==> src/rtl/decoder_pkg.sv <==
// ---------------------------------------------------------------------------
// decoder_pkg
// Shared definitions for the encoded link decoder and the encoder's bench model.
//   CODE_W / LINES  : symbol width and number of restored y-lines
//   dec_word_t      : one decoded y-line word (bit i is y_i)
//   fifo_state_t    : FIFO control states
//   decode_sym()    : zero-flag + one-hot expansion of a symbol
// ---------------------------------------------------------------------------
package decoder_pkg;

    localparam int CODE_W = 3;
    localparam int LINES  = 8;

    typedef logic [LINES-1:0] dec_word_t;

    typedef enum logic [1:0] {
        ST_EMPTY = 2'd0,
        ST_PART  = 2'd1,
        ST_FULL  = 2'd2
    } fifo_state_t;

    // A set zero-flag means no y-line was active at the source.
    function automatic dec_word_t decode_sym(input logic z, input logic [CODE_W-1:0] a);
        dec_word_t word;
        word = '0;
        if (!z) begin
            word = dec_word_t'(1) << a;
        end
        return word;
    endfunction

endpackage

==> src/rtl/dec_fifo2.sv <==
// ---------------------------------------------------------------------------
// dec_fifo2
// DEPTH-entry FIFO for decoded words, with an EMPTY/PART/FULL control FSM.
// Ports:
//   clk, srst    : clock, synchronous active-high reset
//   push, push_data : write request (ignored while full) and its data
//   pop          : read request (ignored while empty)
//   head_data    : word at rd pointer (8'h00 while empty)
//   not_full     : push may fire
//   not_empty    : head is valid
//   busy         : at least one entry held
// Storage is not reset; only pointers, count and state are.
// ---------------------------------------------------------------------------
module dec_fifo2
    import decoder_pkg::*;
#(
    parameter int DEPTH = 2
) (
    input  logic      clk,
    input  logic      srst,
    input  logic      push,
    input  dec_word_t push_data,
    input  logic      pop,
    output dec_word_t head_data,
    output logic      not_full,
    output logic      not_empty,
    output logic      busy
);

    localparam int PTR_W = (DEPTH > 1) ? $clog2(DEPTH) : 1;
    localparam int CNT_W = PTR_W + 1;

    dec_word_t   mem [DEPTH];
    logic [PTR_W-1:0] wr_ptr_reg, wr_ptr_next;
    logic [PTR_W-1:0] rd_ptr_reg, rd_ptr_next;
    logic [CNT_W-1:0] count_reg, count_next;
    fifo_state_t state_reg, state_next;

    logic push_ok;
    logic pop_ok;

    // Ready flags come from registered state only.
    assign not_full  = (state_reg != ST_FULL);
    assign not_empty = (state_reg != ST_EMPTY);
    assign busy      = (count_reg != '0);
    assign head_data = not_empty ? mem[rd_ptr_reg] : dec_word_t'(0);

    assign push_ok = push && not_full;
    assign pop_ok  = pop && not_empty;

    always_comb begin
        wr_ptr_next = wr_ptr_reg;
        rd_ptr_next = rd_ptr_reg;
        count_next  = count_reg;
        state_next  = state_reg;

        if (push_ok) begin
            wr_ptr_next = wr_ptr_reg + PTR_W'(1);
        end
        if (pop_ok) begin
            rd_ptr_next = rd_ptr_reg + PTR_W'(1);
        end

        case ({push_ok, pop_ok})
            2'b10:   count_next = count_reg + CNT_W'(1);
            2'b01:   count_next = count_reg - CNT_W'(1);
            default: count_next = count_reg;
        endcase

        case (state_reg)
            ST_EMPTY: begin
                if (push_ok) begin
                    state_next = ST_PART;
                end
            end
            ST_PART: begin
                if (push_ok && !pop_ok && (count_reg == CNT_W'(DEPTH - 1))) begin
                    state_next = ST_FULL;
                end else if (pop_ok && !push_ok && (count_reg == CNT_W'(1))) begin
                    state_next = ST_EMPTY;
                end
            end
            ST_FULL: begin
                if (pop_ok) begin
                    state_next = ST_PART;
                end
            end
            default: state_next = ST_EMPTY;
        endcase
    end

    always_ff @(posedge clk) begin
        if (srst) begin
            wr_ptr_reg <= '0;
            rd_ptr_reg <= '0;
            count_reg  <= '0;
            state_reg  <= ST_EMPTY;
        end else begin
            wr_ptr_reg <= wr_ptr_next;
            rd_ptr_reg <= rd_ptr_next;
            count_reg  <= count_next;
            state_reg  <= state_next;
        end
    end

    // Writes during reset are discarded so a put in the reset cycle leaves no trace.
    always_ff @(posedge clk) begin
        if (push_ok && !srst) begin
            mem[wr_ptr_reg] <= push_data;
        end
    end

endmodule

==> src/rtl/enc_link_decoder.sv <==
// ---------------------------------------------------------------------------
// enc_link_decoder
// Receiving end of the encoded link: decodes 3-bit symbols (+ zero flag) into
// an 8-line one-hot word and buffers it in a DEPTH-entry FIFO.
// Ports:
//   CLK, RST_N          : clock; reset (synchronous, active-high)
//   put_a/put_z/put_par : symbol, zero flag, even parity over {put_z, put_a}
//   EN_put / RDY_put    : put strobe / put may fire (FIFO not full)
//   get_y / RDY_get     : head word / head valid
//   EN_get              : dequeue strobe
//   mv_decbusy          : FIFO holds at least one entry
//   mv_perr_cnt         : saturating count of parity-dropped symbols
// Build option: define DECODER_PARITY_EN to drop bad-parity symbols and count
// them; otherwise put_par is ignored and mv_perr_cnt reads 0.
// ---------------------------------------------------------------------------
module enc_link_decoder
    import decoder_pkg::*;
#(
    parameter int DEPTH = 2,
    parameter int CNT_W = 8
) (
    input  logic              CLK,
    input  logic              RST_N,
    input  logic [CODE_W-1:0] put_a,
    input  logic              put_z,
    input  logic              put_par,
    input  logic              EN_put,
    output logic              RDY_put,
    output logic [LINES-1:0]  get_y,
    output logic              RDY_get,
    input  logic              EN_get,
    output logic              mv_decbusy,
    output logic [CNT_W-1:0]  mv_perr_cnt
);

    logic      put_fire;
    logic      wr_en;
    dec_word_t dec_word;
    dec_word_t head_word;

    assign put_fire = EN_put && RDY_put;
    assign dec_word = decode_sym(put_z, put_a);

`ifdef DECODER_PARITY_EN
    logic             par_err;
    logic [CNT_W-1:0] perr_cnt_reg, perr_cnt_next;

    // Nonzero means the received parity disagrees with {put_z, put_a}.
    assign par_err = put_par ^ put_z ^ (^put_a);
    assign wr_en   = put_fire && !par_err;

    always_comb begin
        perr_cnt_next = perr_cnt_reg;
        if (put_fire && par_err && (perr_cnt_reg != {CNT_W{1'b1}})) begin
            perr_cnt_next = perr_cnt_reg + CNT_W'(1);
        end
    end

    always_ff @(posedge CLK) begin
        if (RST_N) begin
            perr_cnt_reg <= '0;
        end else begin
            perr_cnt_reg <= perr_cnt_next;
        end
    end

    assign mv_perr_cnt = perr_cnt_reg;
`else
    logic unused_par;
    assign unused_par  = put_par;
    assign wr_en       = put_fire;
    assign mv_perr_cnt = '0;
`endif

    dec_fifo2 #(
        .DEPTH (DEPTH)
    ) u_fifo (
        .clk       (CLK),
        .srst      (RST_N),
        .push      (wr_en),
        .push_data (dec_word),
        .pop       (EN_get),
        .head_data (head_word),
        .not_full  (RDY_put),
        .not_empty (RDY_get),
        .busy      (mv_decbusy)
    );

    assign get_y = head_word;

endmodule
==> config.mk <==
export PLATFORM = sky130hd
export DESIGN_NAME = enc_link_decoder
export DESIGN_NICKNAME = d
export VERILOG_FILES = /design/src/rtl/decoder_pkg.sv /design/src/rtl/dec_fifo2.sv /design/src/rtl/enc_link_decoder.sv
export SDC_FILE = /design/constraint.sdc
export NUM_CORES = 1
export LEC_CHECK = 0
export BUFFER_PORTS_ARGS = -buffer_cell sky130_fd_sc_hd__buf_2
export CAP_MARGIN = 0
export CORE_ASPECT_RATIO = 1.4
export CORE_MARGIN = 4
export CORE_UTILIZATION = 39
export DETAILED_ROUTE_END_ITERATION = 12
export SLEW_MARGIN = 10
export SYNTH_ARGS = -nofsm -noshare
export SYNTH_HDL_FRONTEND = slang
export SYNTH_SLANG_ARGS = --single-unit
==> constraint.sdc <==
create_clock -name CLK -period 1.8 [get_ports CLK]
set_input_delay 0.09 -clock CLK [delete_from_list [all_inputs] [get_ports CLK]]
set_output_delay 0.09 -clock CLK [all_outputs]
set_load 0.02 [all_outputs]
== Word-level counts from Yosys, hierarchy flattened ==
Memories as Yosys holds them, arrays and structs flattened. A register that Yosys moved wholly into a read port is not among the register bits.
Index checks and enable logic that the tools add are counted.

* Word-level logic and storage cells: 47
* Output and inout port bits: 19
* Register bits: 6
* Memories: 1
* Bits in writable memories: 16
* Input bits: 9

* Equal/unequal tests: 9
* Shift-type cells: 1
* Add/subtract/negate cells: 4
* Muxes and demuxes: 12
* Reduce and logical (&&, ||, !) cells: 16

{| class="wikitable"
|+ Memories
! name !! words !! bits a word !! rd ports !! clocked after memory_dff !! write ports !! RTL line !! RTL
|-
| u_fifo.mem || 2 || 8 || 1 || 1 || 1 || dec_fifo2.sv:33 || <nowiki>dec_word_t mem [DEPTH];</nowiki>
|}

{| class="wikitable"
|+ Operators with widths
! operator !! count
|-
| 8-bit two-way mux || 2
|-
| 1-bit logical AND || 8
|-
| 2-bit two-way mux || 4
|-
| 1-bit by 3-bit << shifter with 8-bit output (first input constant) || 1
|-
| 2-bit by 1-bit == test with 1-bit output (second input constant) || 3
|-
| 2-bit case mux with 3 select lines || 1
|-
| 2-bit nonzero test || 3
|-
| 2-bit == test (second input constant) || 2
|-
| 1-bit two-way mux || 4
|-
| 2-bit by 1-bit inequality test with 1-bit output (second input constant) || 2
|-
| 2-bit case mux with 2 select lines || 1
|-
| 1-bit logical NOT || 3
|-
| 3-bit by 1-bit inequality test with 1-bit output (second input constant) || 1
|-
| 3-bit AND reduction || 1
|-
| 1-bit adder (second input constant) || 2
|-
| 2-bit by 1-bit adder with 2-bit output (second input constant) || 1
|-
| 2-bit logical NOT || 1
|-
| 2-bit inequality test (second input constant) || 1
|-
| 2-bit by 1-bit subtractor with 2-bit output (second input constant) || 1
|}

== Depth between registers and ports, before layout ==
* Depth in word-level cells: 9
* Depth in mapped cells: 7

== Hierarchy ==
From an unflattened synthesis, not the netlist that was laid out.

* Cells, all modules: 94
* Area, all modules: 1118.6 sq um

{| class="wikitable"
|+ Modules (own cells, without submodules)
! module !! seq. area each (sq um) !! area each (sq um) !! cells an instance !! times used
|-
| dec_fifo2 || 620.6 || 967.2 || 76 || 1
|-
| enc_link_decoder || 0.0 || 151.4 || 18 || 1
|}

== Worst setup path before layout ==
No wires, ideal clock.

* Path kind: reg2reg
* From: register u_fifo.state_reg[0]
* To: memory u_fifo.mem[1][0] in the netlist's numbering, enable pin
* Buffers on the path: 0
* Stages on the path, launching flop included: 4
* Setup time: 0.385 ns
* Period minus slack after synthesis: 1.831 ns
* Path slack: -0.031 ns
* Arrival time: 1.446 ns
* Cell sequence: dfxtp_1 -> nand2b_1 -> nand2_2 -> nor3b_1

* Cells in the longest elaborated chain, start to end: 6

{| class="wikitable"
|+ RTL lines
! item !! RTL line !! RTL
|-
| start: declaration || dec_fifo2.sv:37 || <nowiki>fifo_state_t state_reg, state_next;</nowiki>
|-
| start signal: assignment || dec_fifo2.sv:102 || <nowiki>state_reg <= state_next;</nowiki>
|-
| 2-bit inequality test * || dec_fifo2.sv:43 || <nowiki>assign not_full = (state_reg != ST_FULL);</nowiki>
|-
| net RDY_put || enc_link_decoder.sv:28 || <nowiki>output logic RDY_put,</nowiki>
|-
| 1-bit logical AND || enc_link_decoder.sv:41 || <nowiki>assign put_fire = EN_put && RDY_put;</nowiki>
|-
| 1-bit logical AND * || dec_fifo2.sv:48 || <nowiki>assign push_ok = push && not_full;</nowiki>
|-
| 1-bit logical AND * || dec_fifo2.sv:108 || <nowiki>if (push_ok && !srst) begin</nowiki>
|-
| 1-bit two-way mux * || dec_fifo2.sv:108 ||
|-
| 1-bit two-way mux (implied by the code) * || dec_fifo2.sv:109 || <nowiki>mem[wr_ptr_reg] <= push_data;</nowiki>
|-
| end: declaration || dec_fifo2.sv:33 ||
|}

The timed path passes the listed nets; every way through them passes the cells marked *.

==> reports/qor.yml <==
final_layout:
  antennaDiodeCount: 0
  drive_gt1_frac: 0.218
  layout_commonest_cell: "nor2_1"
  most-common-layout-cells: "nor2_1, buf_2, edfxtp_1"
  instances_no_fill: 155
  syn_to_final_growth_pct: 13.4
  largest_reg_flops: 16
  fin_nets: 133
  register_area_um2: 621
  multi_input_area_um2: 410
  fin_area_mm2: 0.00124
  fillCellCount: 260
timing:
  post-route-min-period_ns: 1.46
  rsz0062_at_grt: "no"
  setup_tns_ns: 0
  drv_slew: 0
  hold_viol_final: 0
  finClkSkew_ns: 0.00416
  finalSetupViolCount: 0
  fin_ws_ns: 0.341
  max_freq_mhz: 686
  fin_crit_sh: 0.810
placement:
  dp_slack_ns: 0.405
  dp_hpwl_mm: 1.36
  io_buffers: 18
  placed_cell_area_mm2: 0.00121
  dp.cells: 151
  gp_congestion: 0.782
logic_synthesis:
  synth_fa_ha_area_frac: 0.0459
  synth_xor_area_frac: 0.0241
  yosysUniqueCellTypes: 24
  ys_ff_latch: 23
  yosys.area_share.simple: 0.151
  avgSynthCellArea_um2: 11.2
  netlist_instances: 97
  synth_compound_area_frac: 0.0298
  ys_seq_area_frac: 0.569
  synth_top_family_by_area: "simple AND/OR/NAND/NOR gates"
  synth_warnings: 0
  syn_area_mm2: 0.00109
  synth_mux_area_frac: 0.0929
route:
  num_vias: 696
  drt_wl_total_mm: 1.82
  wl_per_cell_um: 11.8
  drt_iter0_drc: 8
  drc: 0
  via_per_inst: 4.49
  dr.pass1.iters: 3
  ant_nets: 0
pwr:
  p_leak_uw: 0.000513
  peakVddDrop_v: 0.000469
  power.total_uw: 1060
  power.density_mw_per_mm2: 854
critical_path:
  worst-endpoint-arrival_ns: 1.37
  required_ns: 1.71
  crit_path_start_kind: "flip-flop"
  reg2reg_slack_ns: 0.42
  r2r_start: "u_fifo.state_reg[1]"
  critical_path.max_fanout: 8
  cp-end-kind: "primary output"
  crit_type: "reg -> out"
  rr_worst_depth: 6
global_route:
  track_usage: 0.108
  first_global_vias: 676
  grt_max_degree: 13
  antenna_found_initial: 0
  grt_pass1_wl_mm: 2.99
  overflow: 0
status:
  status: "finished clean"
clocking:
  clk_path_buf_depth: 2
  cts_inserted_buffers: 3
  clock-sinks: 23
  cts_resized: 0
  cts-root-buf: "clkbuf_4"
  hold_buffers: 0
  clk_pin_slew_worst_paths_ns: 0.12
  clk_latency_ns: 0.30
  postCtsSetupBuffers: 0
  cts_tree: "built"
  htree_levels: 1
floorplanning:
  fp-row-count: 22
  die_w_um: 52.7
  start_util: 0.413
  die_h_um: 70.6
  dieArea_mm2: 0.00372
  io_pins: 28
  core_region_area_mm2: 0.00264
hold_path:
  holdPathStages: 2
  hp-start: "RST_N"
  hp-class: "in -> reg"
run:
  max_cap_viol_count: 0
==> cells in the mapped netlist <==
cell type,n,area [um^2]
a211oi_1,1,7.51
a2bb2oi_1,1,8.76
a31oi_1,1,6.26
buf_2,1,5.00
buf_4,8,60.1
clkbuf_1,1,3.75
conb_1,1,3.75
dfxtp_1,7,140
edfxtp_1,16,480
ha_1,4,50.1
inv_1,6,22.5
mux2_1,1,11.3
mux2i_1,9,90.1
nand2_1,1,3.75
nand2_2,1,6.26
nand2b_1,4,25.0
nor2_1,19,71.3
nor2b_1,2,12.5
nor3_1,5,25.0
nor3b_1,2,15.0
nor4_1,1,6.26
o21ai_0,1,5.00
o21ai_1,1,5.00
xor2_1,3,26.3
==> worst max-delay path, stage by stage, from the launching register on <==
cell and delay, ns:
dfxtp_1 0.63, mux2i_1 0.24, nor2_1 0.05, buf_2 0.15
==> layout make-up <==
| class | count | area share |
|---|---|---|
| clock buffer | 4 | 0.0212 |
| inverter | 6 | 0.0182 |
| multi-input combinational | 65 | 0.332 |
| sequential | 23 | 0.502 |
| tap | 36 | 0.0364 |
| timing repair buffer | 21 | 0.0910 |
==> routing by layer <==
layer	vias to the layer above	GRT usage	part of all wire
met2	15	0.192	0.54
met3	2	0.0274	0.062
met5	-	0	0
met1	322	0.115	0.38
met4	0	0.0511	0.0099
li1	357	-	-
==> path summary, 6_finish.rpt <==
path,end
setup / recovery,get_y[3]
hold / removal,u_fifo.count_reg[0]
setup reg to reg,u_fifo.count_reg[1]
hold reg to reg,u_fifo.count_reg[1]
==> where the power goes <==
group | total, uW | switching (uW) | internal (uW)
Sequential | 619 | 22.7 | 596
Clock | 225 | 139 | 86.1
Combinational | 212 | 130 | 82.1
Total | 1060 | 292 | 765
==> per-stage QoR <==
step            util  hold WS [ns]
2_1_floorplan      -         0.290
3_3_place_gp   0.458         0.396
3_5_place_dp   0.458         0.402
4_1_cts        0.468        0.0793
5_1_grt        0.468        0.0885
6_report       0.468        0.0838
==> logic make-up after synthesis <==
family,count (synthesis)
flops,23
buf+inv,16
other cells,1
compound gates,5
mux,10
xor+xnor,3
fa+ha+maj,4
simple gates,35
(Power assumes the default switching activity.)
